<file path="config.mk">
export PLATFORM = sky130hd
export DESIGN_NAME = if_fetch_unit
export DESIGN_NICKNAME = d
export VERILOG_FILES = /design/src/rtl/if_fetch_unit.sv
export SDC_FILE = /design/constraint.sdc
export NUM_CORES = 1
export LEC_CHECK = 0
export BUFFER_PORTS_ARGS = -buffer_cell sky130_fd_sc_hd__buf_2
export CAP_MARGIN = 5
export CORE_ASPECT_RATIO = 1.25
export CORE_MARGIN = 2
export CORE_UTILIZATION = 35
export CTS_CLUSTER_SIZE = 14
export DETAILED_ROUTE_END_ITERATION = 10
export PLACE_DENSITY = 0.53
export SYNTH_ARGS = -nofsm -noshare
export SYNTH_HDL_FRONTEND = slang
export SYNTH_SLANG_ARGS = --single-unit
export TNS_END_PERCENT = 10
</file>
<file path="constraint.sdc">
create_clock -name clk -period 6.19 [get_ports clk]
set_input_delay 0.619 -clock clk [delete_from_list [all_inputs] [get_ports clk]]
set_output_delay 0.619 -clock clk [all_outputs]
set_load 0.01 [all_outputs]
</file>
<file path="src/rtl/if_fetch_unit.sv">
// -----------------------------------------------------------------------------
// if_fetch_unit
// Instruction fetch stage with a 2-entry prefetch FIFO in front of the IF/ID
// pipeline register. It fetches sequentially from a combinational instruction
// ROM. It keeps fetching while decode is stalled until the buffer is full. A
// branch redirects the PC and flushes everything in flight.
//
// Ports
//   clk            in   clock, rising edge
//   rst            in   synchronous active-high reset
//   addr    [11:0] out  byte fetch address (equals pc)
//   ce             out  ROM fetch enable; a fetch is accepted every cycle ce=1
//   inst    [31:0] in   ROM read data, valid in the same cycle as addr
//   stall_i        in   decode cannot accept; IF/ID outputs hold
//   branch_flag_i  in   redirect request (priority over stall_i)
//   branch_addr_i  in   redirect target, low two bits ignored
//   id_inst_o      out  registered instruction to decode
//   id_pc_o        out  registered address of id_inst_o
//   id_valid_o     out  id_inst_o/id_pc_o hold a real fetched instruction
//
// States
//   IDLE  | first cycle after reset, no fetching
//   FETCH | fetching while the buffer has room
//   HOLD  | buffer full, fetching paused until decode drains an entry
// -----------------------------------------------------------------------------
module if_fetch_unit #(
  parameter logic [11:0] RESET_PC = 12'h000,
  parameter logic [31:0] NOP_INST = 32'h00000013
) (
  input  logic        clk,
  input  logic        rst,
  output logic [11:0] addr,
  output logic        ce,
  input  logic [31:0] inst,
  input  logic        stall_i,
  input  logic        branch_flag_i,
  input  logic [11:0] branch_addr_i,
  output logic [31:0] id_inst_o,
  output logic [11:0] id_pc_o,
  output logic        id_valid_o
);

  typedef enum logic [1:0] {
    S_IDLE  = 2'd0,
    S_FETCH = 2'd1,
    S_HOLD  = 2'd2
  } state_t;

  state_t      r_state;
  state_t      w_state_nxt;
  logic [11:0] r_pc;
  logic [1:0]  r_count;

  // FIFO storage: entry 0 is always the head.
  logic [31:0] r_buf0_inst;
  logic [11:0] r_buf0_pc;
  logic [31:0] r_buf1_inst;
  logic [11:0] r_buf1_pc;

  logic        w_ce;
  logic        w_deq;
  logic        w_bypass;
  logic        w_enq;
  logic        w_tail;
  logic [1:0]  w_count_nxt;

  always_comb begin
    w_ce        = 1'b0;
    w_deq       = 1'b0;
    w_bypass    = 1'b0;
    w_enq       = 1'b0;
    w_tail      = 1'b0;
    w_count_nxt = r_count;
    w_state_nxt = r_state;

    w_ce     = !rst && (r_state == S_FETCH) && (r_count < 2'd2) && !branch_flag_i;
    w_deq    = !stall_i && (r_count != 2'd0);
    // An empty buffer with decode ready sends the fetched word straight to
    // IF/ID, so it never occupies a buffer slot.
    w_bypass = w_ce && !stall_i && (r_count == 2'd0);
    w_enq    = w_ce && !w_bypass;
    // After a dequeue the surviving entry shifts to slot 0, so the new tail
    // lands in slot 1 only when one entry remains un-popped.
    w_tail   = (r_count == 2'd1) && !w_deq;
    w_count_nxt = r_count + {1'b0, w_enq} - {1'b0, w_deq};

    case (r_state)
      S_IDLE:  w_state_nxt = S_FETCH;
      S_FETCH: if (w_count_nxt == 2'd2) w_state_nxt = S_HOLD;
      S_HOLD:  if (w_count_nxt < 2'd2)  w_state_nxt = S_FETCH;
      default: w_state_nxt = S_IDLE;
    endcase

    if (branch_flag_i) w_state_nxt = S_FETCH;
  end

  assign ce   = w_ce;
  assign addr = r_pc;

  always_ff @(posedge clk) begin
    if (rst) begin
      r_state     <= S_IDLE;
      r_pc        <= RESET_PC & 12'hFFC;
      r_count     <= 2'd0;
      id_valid_o  <= 1'b0;
      id_inst_o   <= NOP_INST;
      id_pc_o     <= 12'h000;
      r_buf0_inst <= NOP_INST;
      r_buf0_pc   <= 12'h000;
      r_buf1_inst <= NOP_INST;
      r_buf1_pc   <= 12'h000;
    end else begin
      r_state <= w_state_nxt;
      if (branch_flag_i) begin
        r_pc       <= branch_addr_i & 12'hFFC;
        r_count    <= 2'd0;
        id_valid_o <= 1'b0;
        id_inst_o  <= NOP_INST;
      end else begin
        r_count <= w_count_nxt;
        if (w_ce) r_pc <= r_pc + 12'd4;

        if (!stall_i) begin
          if (r_count != 2'd0) begin
            id_inst_o  <= r_buf0_inst;
            id_pc_o    <= r_buf0_pc;
            id_valid_o <= 1'b1;
          end else if (w_bypass) begin
            id_inst_o  <= inst;
            id_pc_o    <= r_pc;
            id_valid_o <= 1'b1;
          end else begin
            id_inst_o  <= NOP_INST;
            id_valid_o <= 1'b0;
          end
        end

        if (w_deq) begin
          r_buf0_inst <= r_buf1_inst;
          r_buf0_pc   <= r_buf1_pc;
        end
        // Written after the shift so a same-cycle enqueue into slot 0 wins.
        if (w_enq) begin
          if (w_tail) begin
            r_buf1_inst <= inst;
            r_buf1_pc   <= r_pc;
          end else begin
            r_buf0_inst <= inst;
            r_buf0_pc   <= r_pc;
          end
        end
      end
    end
  end

endmodule

</file>
; After elaboration in Yosys (flattened, before gate mapping)
; Cells that the tools add are included.
[word_totals]
regBits = 149
inputBits = 48
mem_count = 0
romBits = 0
word_cells = 68
latch_bits = 0
out_inout_bits = 58
ram_bits = 0
[classes]
n_eq_ne = 8
mux = 18
bitwise = 2
multipliers = 0
addsub = 3
order_cmp = 2
shifts = 0
div = 0
n_reduce_logical = 23
[op_table]
columns = op, n
row1 = $mux 32, 5
row2 = $mux 12, 7
row3 = $add 12x3->12 const B, 1
row4 = $logic_and 1x1->1, 8
row5 = $pmux 2 s3, 1
row6 = $reduce_and 3->1, 2
row7 = $reduce_bool 2->1, 3
row8 = $logic_not 1->1, 5
row9 = $eq 2x1->1 const B, 2
row10 = $eq 2x2->1 const B, 2
row11 = $logic_not 2->1, 2
row12 = $lt 2x2->1 const B, 2
row13 = $mux 2, 2
row14 = $reduce_and 2->1, 2
row15 = $mux 1, 3
row16 = $ne 3x2->1 const B, 1
row17 = $ne 3x3->1 const B, 1
row18 = $add 2x1->2, 1
row19 = $ne 2x1->1 const B, 1
row20 = $ne 2x2->1 const B, 1
row21 = $not 1->1, 2
row22 = $reduce_or 2->1, 1
row23 = $sub 2x1->2, 1

; Longest topological paths before layout
[depth]
depth_word = 14
mapped_depth = 12
depth_no_buf = 10

; Worst setup path after synthesis
; Ideal clock, no wire load.
[synth_path]
path_kind = input -> register
startpoint = input port branch_flag_i
endpoint = register r_state[0]
arrival_ns = 2.465
setup_slack_ns = 3.597
required_time_ns = 6.062
path_buffers = 2
setup_time_ns = 0.128
cell_stages = 12
path_cell_list = buf_2 > or2_2 > buf_6 > nor2_1 > o21ai_0 > ha_1 > inv_1 > ha_1 > nor2b_1 > o21ai_0 > a21oi_1 > nor2_1
[synth_between]
elab_chain_cells = 11
elab_cells_between_ends = 14
classes_between = 2 x add/sub / 1 x order compare / 3 x eq/ne / 1 x mux / 7 x reduce/logical
[synth_lines]
columns = element, line_no
row1 = "start, declared", 36  ; input logic branch_flag_i,
row2 = $logic_not 1->1 *, 76  ; w_ce = !rst && (r_state == S_FETCH) && (r_count < 2'd2) && !branch_flag_i;
row3 = $logic_and 1x1->1 *, 76
row4 = net ce, 33  ; output logic ce,
row5 = $logic_and 1x1->1 (2 in series), 80  ; w_bypass = w_ce && !stall_i && (r_count == 2'd0);
row6 = $logic_not 1->1, 81  ; w_enq = w_ce && !w_bypass;
row7 = $logic_and 1x1->1 *, 81
row8 = $add 2x1->2 *, 85  ; w_count_nxt = r_count + {1'b0, w_enq} - {1'b0, w_deq};
row9 = $sub 2x1->2 *, 85
row10 = net w_count_nxt[0], 65  ; logic [1:0] w_count_nxt;
row11 = $lt 2x2->1 / $eq 2x2->1 (equally long branches), "90, 89"
row12 = $ne 3x3->1 (no line) / $ne 3x2->1 (equally long branches), --
row13 = $reduce_and 2->1 (no line) *, --
row14 = "end signal, assigned", 113  ; r_state <= w_state_nxt;
row15 = "end, declared", 49  ; state_t r_state;
; Mark *: on every way through the listed nets, which the timed path passes. The rest lies on a longest branch.
; A chain may end at the register's enable or synchronous reset.

; Final worst setup path
[layout_path]
startpoint = register r_count[1]
endpoint = register r_state[0]
[layout_between]
elab_chain_cells = 12
elab_cells_between_ends = 17
classes_between = 2 x add/sub / 2 x order compare / 3 x eq/ne / 10 x reduce/logical
[layout_lines]
columns = element, line_no
row1 = "start, declared", 52  ; logic [1:0] r_count;
row2 = "start signal, assigned", 120  ; r_count <= w_count_nxt;
row3 = $lt 2x2->1, 76
row4 = $logic_and 1x1->1 (2 in series), 76
row5 = $logic_and 1x1->1 (2 in series), 80
row6 = $logic_not 1->1, 81
row7 = $logic_and 1x1->1, 81
row8 = $add 2x1->2, 85
row9 = $sub 2x1->2 *, 85
row10 = net w_count_nxt[0], 65
row11 = $lt 2x2->1 / $eq 2x2->1 (equally long branches), "90, 89"
row12 = $ne 3x3->1 (no line) / $ne 3x2->1 (equally long branches), --
row13 = $reduce_and 2->1 (no line) *, --
; Marks and branches as above.

==> impl_metrics.ini <==
[status]
status = finished clean

[worst_setup_path]
worstSetupEndpointType = flop
r2r-end = r_state[0]
ff2ff_path_depth = 10
reg2reg_from = r_count[1]
r2r_slack_ns = 2.94
worstPathMaxFanout = 33
crit_path_start = r_count[1]
critical_path_class = flop to flop
worst_setup_path_start_kind = flop
worstPathArrival_ns = 3.53
critPathTopFamily = simple AND/OR/NAND/NOR gates
crit_path_frequent_cell = ha_1
slowest_stage = or2_1
crit_required_ns = 6.47
cp.depth = 10
path_cells = or2_1, nand2_1, inv_2, ha_1, inv_1, ha_1, nor2b_1, o21ai_0, a21oi_1, nor2_1
slowest_delay_ns = 0.68
crit_end = r_state[0]
worst-path-buf-inv = 2

[yosys]
yosys_warnings = 0
synth_area_leaders = dfxtp_1 (47%), a211oi_2 (8.0%), nand2_1 (6.7%)
synth_fa_ha_area_frac = 0.006141
synthMuxAreaShare = 0.01331
synthTopCellsByCount = dfxtp_1 (145), nand2_1 (109), nor2_1 (51)
synth_top_family_by_area = compound AO/OA/AOI/OAI gates
synth-simple-area-share = 0.1458
yosysMostFrequentCell = dfxtp_1
synth-edff-count = 0
avgSynthCellArea_um2 = 9.136
synthCells = 669
synth_compound_area_frac = 0.2518
yosysTopAreaCell = dfxtp_1
yosysUniqueCellTypes = 48
yosysSeqAreaShare = 0.4749
synth_top_area_frac = 0.4749
ys.flop_type = dfxtp_1
synth_xor_area_frac = 0.01822
async_flop_share = 0
syn_area_um2 = 6112
ys_seq_elements = 145

[routing]
via_count = 5152
routed_via_density = 5.322
first_iter_violations = 374
wl_per_cell_um = 16.87
ant_nets = 0
drt-total-wl_um = 16330
dr.pass1.iters = 6
drcViolationCount = 0

[final_layout]
fin_nets = 783
antenna_cells = 0
area_delta_synth_final_pct = 18.49
drive_above_1_share = 0.2487
finish.utilization = 0.4187

[floorplan]
start_util = 0.3534
row_count = 54
core_um2 = 17300
ios = 106
die-area_um2 = 18540
die_w_um = 122.2
dieHeight_um = 151.7

[sta]
rsz0062_at_grt = no
holdWs_ns = 0.4427
slew_headroom = 0.3264
fin_crit_ns = 3.247
worstMarginPinSlew_ns = 1.009
final.setup.tns_ns = 0
fin_crit_sh = 0.5245
report.final.slew_viol_count = 0
hold_viol = 0
setup_viol = 0
finalClockSkew_ns = 0.008445
fmax_mhz = 308.0

[global_route]
grt_pass1_wl_um = 26200
grt_max_degree = 67
grt_pass1_vias = 5125
overflow = 0
antenna_found_initial = 0
grtUsageTotal = 0.1813

[min_path]
hold_path_class = input port to flop

[clocking]
insertion_delay_ns = 0.42
postCtsSetupBuffers = 0
cts_tree = built
clockRootBuffer = clkbuf_16
clock_sinks = 145
hold_buffers = 0
cts.clk_slew.worst_paths_ns = 0.06
cts_max_level = 4
cts_resized = 0
cts_made_buffers = 17
clock_path_buffers = 2

[place]
portBuffers = 101
dpl.hpwl_um = 9856
gp_congestion = 0.7714

[power_and_ir_drop]
leakagePower_nw = 2.743
powerDensity_nw_per_um2 = 316.0
ir_drop_mv = 0.1535

[run]
maxCapViolations = 0
-- cell usage in the layout (no fill, tap or decap), types with 5 or more instances in the layout --
master / instances
dfxtp_1: 145
nand2_1: 109
buf_2: 100
nor2_1: 51
inv_1: 49
a21oi_1: 48
o22ai_1: 40
a211oi_2: 39
a222oi_1: 29
clkbuf_16: 17
a311oi_1: 10
o21ai_0: 7
mux2i_1: 7
o21a_1: 7
xnor2_1: 6
nand3b_1: 5
bufinv_16: 5
-- cell type report --
class,instances,area (µm²)
Multi-Input combinational cell,414,2679
Sequential cell,145,2903
Clock buffer,22,484.2
Inverter,50,187.7
Tap cell,224,280.3
Clock inverter,9,177.7
Timing Repair Buffer,104,530.5
Fill cell,1746,10050
-- cells by family (layout without fill, tap and decap cells) --
logic type | Yosys count | in the layout
buffers and inverters | 111 | 185
AO/OA/AOI/OAI | 190 | 190
flip-flops | 145 | 145
adder cells (fa/ha/maj) | 3 | 3
multiplexers | 8 | 8
XOR/XNOR | 11 | 11
other | 1 | 2
AND/OR/NAND/NOR | 200 | 200
-- per-stage QoR --
step                cells  power, W  instance area, µm²  setup WS (ns)
floorplan             670  0.001111                6116          3.597
global placement      937  0.001160                6580          2.933
detailed placement    937  0.001165                6580          2.816
CTS                   968  0.002310                7242          2.892
global route          968  0.002371                7242          2.606
finish                968  0.002288                7242          2.943
-- worst register-to-register path, cell delays in order, from the launching register on --
cell and delay (ns):
dfxtp_1 0.48, or2_1 0.68, nand2_1 0.30, inv_2 0.56, ha_1 0.34, inv_1 0.05
ha_1 0.24, nor2b_1 0.13, o21ai_0 0.11, a21oi_1 0.16, nor2_1 0.06
-- sequential cells by signal, summed over array words and instances (netlist names) --
signal	flops
r_state	2
r_buf1_inst	32
id_valid_o	1
r_buf1_pc	10
id_pc_o	12
r_count	2
addr	10
r_buf0_pc	12
r_buf0_inst	32
id_inst_o	32
-- how the worst min path moves through the flow --
stage	cells after the start	to	slack, ns	startpoint
2_1_floorplan	2	r_buf1_inst[10]	0.44	r_buf1_inst[10]
3_3_place_gp	2	r_buf1_inst[14]	0.44	r_buf1_inst[14]
3_5_place_dp	2	r_buf1_inst[3]	0.45	r_buf1_inst[3]
4_1_cts	3	addr[3]	0.43	branch_addr_i[3]
5_1_grt	3	addr[9]	0.44	branch_addr_i[9]
6_report	3	addr[4]	0.44	branch_addr_i[4]
-- routing by layer --
metal  up-vias  track usage  wire [µm]
met5         -            0          0
met4         0      0.06264        268
met3        18      0.04192        775
met2       142       0.3310       8383
met1      2507       0.2060       6899
li1       2485            -          -
-- power breakdown --
part	switching (W)	internal [W]	leakage, nW
clock network	0.000388	0.000756	0.326
registers	0.0000260	0.000961	1.18
logic	0.0000961	0.0000609	1.24
total	0.000510	0.00178	2.74
Power figures use the tool's default switching activity.
